==> config.mk <==
export PLATFORM = sky130hd
export DESIGN_NAME = mem_wb_stage
export DESIGN_NICKNAME = d
export VERILOG_FILES = /design/src/rtl/cpu_pkg.sv /design/src/rtl/mem_wb_stage_dmem_if.sv /design/src/rtl/mem_wb_stage.sv
export SDC_FILE = /design/constraint.sdc
export NUM_CORES = 1
export LEC_CHECK = 0
export CAP_MARGIN = 20
export CORE_MARGIN = 2
export CORE_UTILIZATION = 35
export DETAILED_ROUTE_END_ITERATION = 16
export SLEW_MARGIN = 10
export SYNTH_ARGS = -nofsm -noshare
export SYNTH_HDL_FRONTEND = slang
export SYNTH_SLANG_ARGS = --single-unit
==> constraint.sdc <==
create_clock -name clk -period 3.1 [get_ports clk]
set_input_delay 0.31 -clock clk [delete_from_list [all_inputs] [get_ports clk]]
set_output_delay 0.31 -clock clk [all_outputs]
set_load 0.01 [all_outputs]
==> src/rtl/cpu_pkg.sv <==
// ----------------------------------------------------------------------------
// cpu_pkg
//   Items shared by the pipeline stages: opcode values (ir[31:26]), the
//   MEM/WB stage state encoding, the default sequential PC increment, and
//   small opcode-classification helpers.
// ----------------------------------------------------------------------------
package cpu_pkg;

    // Opcodes
    localparam logic [5:0] OP_ADD = 6'b000000;
    localparam logic [5:0] OP_SUB = 6'b000001;
    localparam logic [5:0] OP_AND = 6'b000010;
    localparam logic [5:0] OP_OR  = 6'b000011;
    localparam logic [5:0] OP_XOR = 6'b000100;
    localparam logic [5:0] OP_SLT = 6'b000101;
    localparam logic [5:0] OP_SW  = 6'b010000;
    localparam logic [5:0] OP_LW  = 6'b010001;
    localparam logic [5:0] OP_BEQ = 6'b100000;
    localparam logic [5:0] OP_JMP = 6'b100001;

    // MEM/WB stage states
    localparam logic [1:0] ST_IDLE = 2'd0;
    localparam logic [1:0] ST_MEM  = 2'd1;
    localparam logic [1:0] ST_WB   = 2'd2;

    // Default sequential PC increment in bytes
    localparam int DEF_PC_STEP = 4;

    // Loads and stores are the only ops that visit the data memory
    function automatic logic is_mem_op(input logic [5:0] op);
        return (op == OP_LW) || (op == OP_SW);
    endfunction

    // Register-register ALU ops occupy the contiguous range ADD..SLT
    function automatic logic is_alu_op(input logic [5:0] op);
        return (op <= OP_SLT);
    endfunction

endpackage

==> src/rtl/mem_wb_stage_dmem_if.sv <==
// ----------------------------------------------------------------------------
// dmem_if
//   Data-memory request engine for one LW/SW. A start pulse loads the
//   request fields; req/we/addr/wdata then stay stable until the memory acks
//   or TIMEOUT cycles pass without an ack. Read data is captured on the ack
//   cycle. A timeout raises the sticky err flag, cleared only by reset.
//
//   clk, rst_n          clock, synchronous active-low reset
//   i_start             load a new request (only while idle)
//   i_we/i_addr/i_wdata request fields captured on i_start
//   i_ack, i_rdata      memory handshake and load data
//   o_req/o_we/o_addr/o_wdata  memory port drive
//   o_done              last MEM cycle: ack seen or timeout expiring
//   o_timed_out         last request ended by timeout
//   o_rdata             load data captured at ack
//   o_err               sticky timeout flag
// ----------------------------------------------------------------------------
module dmem_if #(
    parameter int DATA_W  = 32,
    parameter int TIMEOUT = 15
) (
    input  logic              clk,
    input  logic              rst_n,
    input  logic              i_start,
    input  logic              i_we,
    input  logic [DATA_W-1:0] i_addr,
    input  logic [DATA_W-1:0] i_wdata,
    input  logic              i_ack,
    input  logic [DATA_W-1:0] i_rdata,
    output logic              o_req,
    output logic              o_we,
    output logic [DATA_W-1:0] o_addr,
    output logic [DATA_W-1:0] o_wdata,
    output logic              o_done,
    output logic              o_timed_out,
    output logic [DATA_W-1:0] o_rdata,
    output logic              o_err
);

    localparam int CW = (TIMEOUT < 2) ? 1 : $clog2(TIMEOUT + 1);

    logic              r_req;
    logic              r_we;
    logic [DATA_W-1:0] r_addr;
    logic [DATA_W-1:0] r_wdata;
    logic [CW-1:0]     r_cnt;
    logic [DATA_W-1:0] r_rdata;
    logic              r_timed_out;
    logic              r_err;

    logic w_ack;
    logic w_expire;

    // An ack arriving in the cycle the count would reach TIMEOUT still
    // completes normally: expiry is only considered without an ack.
    assign w_ack    = r_req & i_ack;
    assign w_expire = r_req & ~i_ack & (r_cnt == CW'(TIMEOUT - 1));

    always_ff @(posedge clk) begin
        if (!rst_n) begin
            r_req       <= 1'b0;
            r_we        <= 1'b0;
            r_addr      <= '0;
            r_wdata     <= '0;
            r_cnt       <= '0;
            r_rdata     <= '0;
            r_timed_out <= 1'b0;
            r_err       <= 1'b0;
        end else if (i_start) begin
            r_req       <= 1'b1;
            r_we        <= i_we;
            r_addr      <= i_addr;
            r_wdata     <= i_wdata;
            r_cnt       <= '0;
            r_timed_out <= 1'b0;
        end else if (r_req) begin
            if (w_ack) begin
                r_req   <= 1'b0;
                r_rdata <= i_rdata;
            end else if (w_expire) begin
                r_req       <= 1'b0;
                r_timed_out <= 1'b1;
                r_err       <= 1'b1;
            end else begin
                r_cnt <= r_cnt + 1'b1;
            end
        end
    end

    assign o_req       = r_req;
    assign o_we        = r_we;
    assign o_addr      = r_addr;
    assign o_wdata     = r_wdata;
    assign o_done      = w_ack | w_expire;
    assign o_timed_out = r_timed_out;
    assign o_rdata     = r_rdata;
    assign o_err       = r_err;

endmodule

==> src/rtl/mem_wb_stage.sv <==
// ----------------------------------------------------------------------------
// mem_wb_stage
//   Memory-access / write-back stage. Accepts one executed instruction per
//   handshake, performs LW/SW through dmem_if, then spends exactly one WB
//   cycle presenting the register write-back and the next PC.
//
//   clk, rst_n                      clock, synchronous active-low reset
//   in_valid/in_ready               upstream handshake (ready only in IDLE)
//   op_i, alu_i, addr_i, ife_i, pc_i  executed instruction fields
//   dmem_req/we/addr/wdata/ack/rdata  data-memory port
//   reg_update, reg_o               one-cycle write-back strobe and data
//   pc_load, pc_o                   one-cycle next-PC strobe and value
//   err                             sticky memory-timeout flag
// ----------------------------------------------------------------------------
module mem_wb_stage
    import cpu_pkg::*;
#(
    parameter int DATA_W  = 32,
    parameter int PC_STEP = DEF_PC_STEP,
    parameter int TIMEOUT = 15
) (
    input  logic              clk,
    input  logic              rst_n,
    input  logic              in_valid,
    output logic              in_ready,
    input  logic [5:0]        op_i,
    input  logic [DATA_W-1:0] alu_i,
    input  logic [DATA_W-1:0] addr_i,
    input  logic              ife_i,
    input  logic [DATA_W-1:0] pc_i,
    output logic              dmem_req,
    output logic              dmem_we,
    output logic [DATA_W-1:0] dmem_addr,
    output logic [DATA_W-1:0] dmem_wdata,
    input  logic              dmem_ack,
    input  logic [DATA_W-1:0] dmem_rdata,
    output logic              reg_update,
    output logic [DATA_W-1:0] reg_o,
    output logic              pc_load,
    output logic [DATA_W-1:0] pc_o,
    output logic              err
);

    logic [1:0]        r_state;
    logic [5:0]        r_op;
    logic [DATA_W-1:0] r_alu;
    logic [DATA_W-1:0] r_addr;
    logic              r_ife;
    logic [DATA_W-1:0] r_pc;
    logic [DATA_W-1:0] r_reg_hold;
    logic [DATA_W-1:0] r_pc_hold;

    logic              w_accept;
    logic              w_mem_start;
    logic              w_mem_done;
    logic              w_timed_out;
    logic [DATA_W-1:0] w_rdata;
    logic              w_in_wb;
    logic              w_take_target;
    logic              w_upd;
    logic [DATA_W-1:0] w_next_pc;
    logic [DATA_W-1:0] w_wb_data;

    assign in_ready    = (r_state == ST_IDLE);
    assign w_accept    = in_ready & in_valid;
    assign w_mem_start = w_accept & is_mem_op(op_i);

    dmem_if #(
        .DATA_W  (DATA_W),
        .TIMEOUT (TIMEOUT)
    ) u_dmem_if (
        .clk         (clk),
        .rst_n       (rst_n),
        .i_start     (w_mem_start),
        .i_we        (op_i == OP_SW),
        .i_addr      (addr_i),
        .i_wdata     (alu_i),
        .i_ack       (dmem_ack),
        .i_rdata     (dmem_rdata),
        .o_req       (dmem_req),
        .o_we        (dmem_we),
        .o_addr      (dmem_addr),
        .o_wdata     (dmem_wdata),
        .o_done      (w_mem_done),
        .o_timed_out (w_timed_out),
        .o_rdata     (w_rdata),
        .o_err       (err)
    );

    always_ff @(posedge clk) begin
        if (!rst_n) begin
            r_state <= ST_IDLE;
            r_op    <= '0;
            r_alu   <= '0;
            r_addr  <= '0;
            r_ife   <= 1'b0;
            r_pc    <= '0;
        end else begin
            case (r_state)
                ST_IDLE: begin
                    if (w_accept) begin
                        r_op    <= op_i;
                        r_alu   <= alu_i;
                        r_addr  <= addr_i;
                        r_ife   <= ife_i;
                        r_pc    <= pc_i;
                        r_state <= is_mem_op(op_i) ? ST_MEM : ST_WB;
                    end
                end
                ST_MEM: begin
                    if (w_mem_done) begin
                        r_state <= ST_WB;
                    end
                end
                default: r_state <= ST_IDLE;
            endcase
        end
    end

    // Write-back / next-PC decode from the held instruction (Moore outputs)
    assign w_in_wb       = (r_state == ST_WB);
    assign w_take_target = (r_op == OP_JMP) || ((r_op == OP_BEQ) && r_ife);
    assign w_next_pc     = w_take_target ? r_addr : (r_pc + DATA_W'(PC_STEP));
    // w_timed_out is fresh for every LW because dmem_if clears it on start
    assign w_upd         = is_alu_op(r_op) || ((r_op == OP_LW) && !w_timed_out);
    assign w_wb_data     = (r_op == OP_LW) ? w_rdata : r_alu;

    assign reg_update = w_in_wb & w_upd;
    assign pc_load    = w_in_wb;
    assign reg_o      = reg_update ? w_wb_data : r_reg_hold;
    assign pc_o       = w_in_wb ? w_next_pc : r_pc_hold;

    // Last presented values, kept visible between WB cycles
    always_ff @(posedge clk) begin
        if (!rst_n) begin
            r_reg_hold <= '0;
            r_pc_hold  <= '0;
        end else begin
            if (reg_update) r_reg_hold <= w_wb_data;
            if (w_in_wb)    r_pc_hold  <= w_next_pc;
        end
    end

endmodule

==> results.md <==
* Outcome: completed
* Final Skew at 0.0189 ns
* Row cnt at 65
* Peak supply drop at 0.376 mV
* Post-synthesis mux area share at 10.1%
* Synth Cell Area at 11100 um2
* Clock root buffer: clkbuf_16
* EDFF count, synth at 0
* Residual DRC at 0
* Finished Layout Cells at 2011
* Largest family of logic cells by synthesized area: simple AND/OR/NAND/NOR gates
* Area fraction in and, or, nand and nor cells after synthesis at between 20% and 30%
* PD cells at ~530 nW/um2
* CP endpoint kind: output port
* Yosys warnings at 0
* Tcrit/Tclk final at a little over nine tenths
* CTS Sinks at between 200 and 300
* Initial Utilization at 35.4%
* Count of final hold-check violations at 0
* Worst path required time at 2.79 ns
* Routability congestion estimate at 0.826
* CTS buffer count at 31
* Worst skew pair latency at 0.57 ns
* Seq/Total Area, Yosys at about half
* Max_cap viols at 0
* Xor and xnor area share after synthesis at 1.73%
* Hold buffers post-CTS at 0
* Die area at between 30000 and 40000 um2
* Yosys reg bits at 273
* Syn nets at 1479
* Syn avg cell area at 8.31 um2
* HP Class: primary input to flop
* DR vias at 10066
* Async set or reset register ratio after synthesis at 0%
* Crit path max fanout at 7
* GRT Util Overall at 19.8%
* Post-Syn Instances at roughly 1300
* Drt total wl at 34500 um
* CTS tree: done
* Yosys cell types at 45
* Pre-antenna DRT Iters at 5
* Clock-pin transition on the worst setup and hold timing paths at 0.06 ns
* Max frequency at 329 MHz
* Dpl hpwl at 22600 um
* Worst R2R Setup Slack at 0.91 ns
* CTS Buffer Depth at 3
* Relative slew slack at approximately 43%
* Core area at ~31000 um2
* Largest net degree at the start of global routing at 104
* Critical Path Start Type: flop
* Fillers at 2986
* Critical Path AT at between 2 and 3 ns
* Die W at 182 um
* Global-route wire length before repair at 52700 um
* Post-DRT Antenna Nets at 0
* Area added between synthesis and finish at 41.1%
* RSZ-0062 raised after global routing: true
* Setup violators final at 0
* Initial antenna violation count at 1
* Chip height at 182 um
* I/O pin count at ~270
* DP Cell Count at 1942
* Vias in the first global route at about 9600
* Core Util, Final at 50.0%
* Tmin final at 3.03 ns
* Fin. max-slew vios at 0
* LEAKAGE at between 5 and 6 nW
* Worst-Margin Slew at 0.849 ns
* Fin nets at 1726
* Port bufs at 272
* Share of cells above drive strength 1 at 14.2%
* Primary FF master, synth: dfxtp_1
* Grt ovf at 0
* H-tree depth at 1
* WS Path Type: flop to output port
* Routed WL per cell at 17.1 um
* Initial DRC Count at 639
* Compound-cell area share of the yosys netlist at a little under an eighth
* DR vias/cell at 5.01
* Synth Area in Adders at 0.338%
final timing paths:
kind / startpoint / to / cells past startpoint
hold reg to reg: u_dmem_if.o_wdata[9] / u_dmem_if.o_wdata[9] / 2
hold / removal: pc_i[14] / r_pc[14] / 3
setup / recovery: r_pc[3] / pc_o[30] / 7
setup reg to reg: r_op[3] / r_reg_hold[30] / 8
what timing repair did:
| item | CTS | global route |
|---|---|---|
| pin swaps | 5 | 4 |
| setup buffers | 4 | 4 |
| resized for setup | 111 | 78 |
| cloned | 1 | 1 |
| endpoints found under the setup margin | 64 | 53 |
logic make-up after synthesis:
group,count (synthesis)
adders and majority gates,3
buffers and inverters,102
AOI/OAI and AO/OA,243
DFF,273
muxes,103
xor gates and xnor gates,22
and+or+nand+nor,591
critical path, stage by stage, from the launching register on:
cell and delay (ns):
dfxtp_2 0.37, ha_4 0.17, nand4_4 0.17, or4_4 0.57, nor3_2 0.18, mux2i_1 0.30
nor3_2 0.09, dlygate4sd2_1 0.30
cells in the final DEF, fill, tap and decap left out, types with 11 or more instances in the layout:
master,Yosys,final
a21oi_1,185,185
and2_1,46,46
and3_1,14,13
buf_12,0,13
buf_4,0,23
clkbuf_16,0,32
clkbuf_2,0,19
clkdlybuf4s15_1,0,13
clkdlybuf4s50_1,0,211
dfxtp_1,273,258
dfxtp_2,0,13
dlygate4sd2_1,0,16
mux2_2,59,60
mux2i_1,36,36
nand2_1,384,381
nand3_1,23,21
nor2_1,59,58
o21ai_1,0,11
xnor2_1,14,14
cell type report:
| type | count | area, um2 | share of cell area (%) |
|---|---|---|---|
| flip-flops and latches | 273 | 5490 | 35.0 |
| clock buffers | 48 | 930 | 5.93 |
| clock inverters | 9 | 145 | 0.926 |
| inverters | 6 | 27.5 | 0.176 |
| multi-input cells | 962 | 5480 | 35.0 |
| repair buffers | 310 | 3100 | 19.8 |
| well taps | 402 | 503 | 3.21 |
| diodes | 1 | 2.50 | 0.0160 |
sequential cells by signal, indices dropped and copies added, names as in the netlist, 2 cells and up:
| signal | cells |
|---|---|
| u_dmem_if.r_cnt | 4 |
| r_addr | 32 |
| r_state | 2 |
| r_pc | 32 |
| u_dmem_if.o_addr | 32 |
| r_op | 6 |
| r_pc_hold | 32 |
| u_dmem_if.o_wdata | 32 |
| u_dmem_if.o_rdata | 32 |
| r_reg_hold | 32 |
| r_alu | 32 |
Yosys cell counts (13+ instances only):
| library cell | instances | share of area (%) |
|---|---|---|
| nor4_1 | 14 | 0.79 |
| nand3_1 | 23 | 1.0 |
| xnor2_1 | 14 | 1.1 |
| clkbuf_1 | 74 | 2.5 |
| nand2_1 | 384 | 13 |
| buf_2 | 17 | 0.77 |
| mux2i_1 | 36 | 3.2 |
| dfxtp_1 | 273 | 49 |
| nor2_1 | 59 | 2.0 |
| a21oi_1 | 185 | 8.3 |
| o21ai_0 | 18 | 0.81 |
| and2_1 | 46 | 2.6 |
| nor3_1 | 13 | 0.59 |
| and3_1 | 14 | 0.79 |
| mux2_2 | 59 | 6.0 |
report_power, final:
| part | leakage [nW] | total, mW | internal, mW | switching [mW] |
|---|---|---|---|---|
| Clock | 0.525 | 3.79 | 2.31 | 1.48 |
| Sequential | 2.23 | 3.70 | 3.62 | 0.0816 |
| Combinational | 3.25 | 0.783 | 0.379 | 0.404 |
| Total | 6.00 | 8.27 | 6.31 | 1.96 |
metal layers:
| metal | track usage, % | up-vias | share of wire (%) |
|---|---|---|---|
| li1 | - | 4991 | - |
| met1 | 26.3 | 4741 | 46 |
| met2 | 33.4 | 287 | 46 |
| met3 | 3.65 | 47 | 5.7 |
| met4 | 4.65 | 0 | 2.0 |
| met5 | 0 | - | 0 |
stage by stage:
stage	total power, mW	TNS (ns)	hold slack [ns]	instance area (um2)	setup slack, ns
2_1_floorplan	4.12	0	0.432	11100	0.814
3_3_place_gp	4.55	0	0.439	14300	0.153
3_5_place_dp	4.56	0	0.445	14300	0.135
4_1_cts	8.38	-0.0548	0.259	15600	-0.0361
5_1_grt	8.61	-0.164	0.276	15700	-0.0664
6_report	8.27	0	0.279	15700	0.0650
Power figures use the tool's default switching activity.
==> RTL change, RTL diff (same flow settings) <==
`TIMEOUT` is set to 15 in 2 places; all go to 30.
--- a/src/rtl/mem_wb_stage_dmem_if.sv
+++ b/src/rtl/mem_wb_stage_dmem_if.sv
@@ -19,3 +19,3 @@
     parameter int DATA_W  = 32,
-    parameter int TIMEOUT = 15
+    parameter int TIMEOUT = 30
 ) (
--- a/src/rtl/mem_wb_stage.sv
+++ b/src/rtl/mem_wb_stage.sv
@@ -19,3 +19,3 @@
     parameter int PC_STEP = DEF_PC_STEP,
-    parameter int TIMEOUT = 15
+    parameter int TIMEOUT = 30
 ) (
Behaviour: same outputs for any inputs over 4 cycles, from zero or initial values and one cycle with rst_n low; that may be too few to reach the edited logic, so the function may still have changed.
==> RTL change against the unedited design <==
- wire length up 2.6%
- final area down 0.30%
- final cell count up 0.30%
- power down 2.4%
- setup slack better by 0.92 ps
- clock skew down 2.5 ps
- synthesized area down 0.28%
- sequential cell count up 1
==> RTL change: results (changes against the unedited design) <==
stage,metric,value,unit,change
critical_path,r2r_slack,930,ps,was 910 ps
power,p_leak,6.23,nW,was 6.00 nW
place,dp_hpwl,23600,um,"was 22,600 um"
drt,highest-signal-layer,met5,,was met4
grt,grt_pass1_wl,54700,um,"was 52,700 um"
clocking,cts_max_level,1,,unchanged
timing,worst_pin_slew,782,ps,was 849 ps
critical_path,worst-r2r-cell-count,6,,was 8
grt,grt_max_degree,88,,was 104
synth,synthMuxAreaShare,0.0987,,was 0.101
synth,synthTopCellsByCount,"nand2_1, dfxtp_1, a21oi_1",,unchanged
synth,synth_nets,1477,,"was 1,479"
hold_path,holdPathStages,3,,unchanged
place,gp_congestion,0.848,,was 0.826
critical_path,reg2reg_to,r_pc_hold[19]$_SDFF_PN0_,,was r_reg_hold[30]$_SDFF_PN0_
hold_path,hold_start,rst_n,,was pc_i[14]
status,outcome,finished clean,,unchanged
clocking,numCtsBuffers,30,,was 31
drt,avgViaCountPerCell,4.99,,was 5.01
critical_path,crit_fanout,5,,was 7
synth,synth-seq-area-share,0.495,,was 0.492
synth,netlist-cell-type-count,47,,was 45
grt,antenna_found_initial,7,,was 1
grt,grt.total_usage,0.207,,was 0.198
hold_path,min_to,u_dmem_if.o_rdata[12]$_SDFFE_PN0P_,,was r_pc[14]$_SDFFE_PN0P_
synth,synth_fa_ha_area_frac,0.00339,,was 0.00338
cells_and_area,nNetsFinal,1728,,"was 1,726"
drt,wl_met3,1830,um,was 1970 um
timing,fin_worst_skew,16.4,ps,was 18.9 ps
place,dp.cells,1945,,"was 1,942"
drt,wl_per_cell,17.5,um,was 17.1 um
synth,synth_compound_area_frac,0.129,,was 0.118
power,max-vdd-ir-drop,0.329,mV,was 0.376 mV
synth,netlist_instances,1335,,"was 1,337"
grt,grt_pass1_vias,9524,,"was 9,628"
critical_path,crit_path_end,pc_o[31],,was pc_o[30]
drt,drt-met1-wl,16700,um,"was 15,900 um"
cells_and_area,final_layout_size_suffix_gt1_frac,0.128,,was 0.142
drt,wl_met2,16000,um,"was 15,900 um"
synth,synthTopCellsByArea,"dfxtp_1, nand2_1, a21oi_1",,unchanged
critical_path,crit_path_start,r_pc[11]$_SDFFE_PN0P_,,was r_pc[3]$_SDFFE_PN0P_
power,switchingPower,0.00196,W,about the same
[RTL change: cell types whose count changed after synthesis, moves of 5 or more]
cell,change
and3_1,-7
mux2_2,+7
buf_2,-5
nor4_1,-5
mux2_1,-6
o21ai_0,+13
xnor2_1,-6
[RTL change: power by group through the flow]
stage	sequential, W	clock (W)	combinational (W)
6_report	0.00372	0.00354	0.000817
5_1_grt	0.00373	0.00377	0.000892
4_1_cts	0.00372	0.00361	0.000823
3_5_place_dp	0.00379	0	0.000801
3_3_place_gp	0.00379	0	0.000798
2_1_floorplan	0.00376	0	0.000373
[RTL change: stage by stage]
step                      hold slack, ps  worst slack (ps)  utilization
after floorplan                      432               876            -
after global placement               440               226        0.455
after detailed placement             446               222        0.455
after CTS                            283              3.49        0.495
after global routing                 304             -18.6        0.498
final                                269              65.9        0.498
[RTL change: area by class of cell]
class,count,area share
Timing Repair Buffer,314,0.204
Multi-Input combinational cell,957,0.347
Clock inverter,13,0.00968
Inverter,9,0.00248
Sequential cell,274,0.352
Antenna cell,6,0.000960
Tap cell,402,0.0322
Clock buffer,42,0.0522
[RTL change: what timing repair did]
action / 4_1_cts / 5_1_grt
endpoints found under the setup margin: 64 / 37
gates cloned: 3 / 0
pin swaps: 6 / 5
gates resized for setup: 111 / 32
buffers inserted: 6 / 2
[RTL change: critical path: stages, from the launching register on]
cell and delay, ps:
dfxtp_2 380, nand4_4 170, or4_4 590, buf_4 160, o31a_1 260, o21ai_1 220
nand2_1 70, dlygate4sd2_1 320
[RTL change: per-layer routing]
metal | global-route usage | vias up
li1 | - | 5011
met3 | 0.0373 | 48
met2 | 0.324 | 238
met1 | 0.290 | 4764
met5 | 0 | -
met4 | 0.0632 | 2
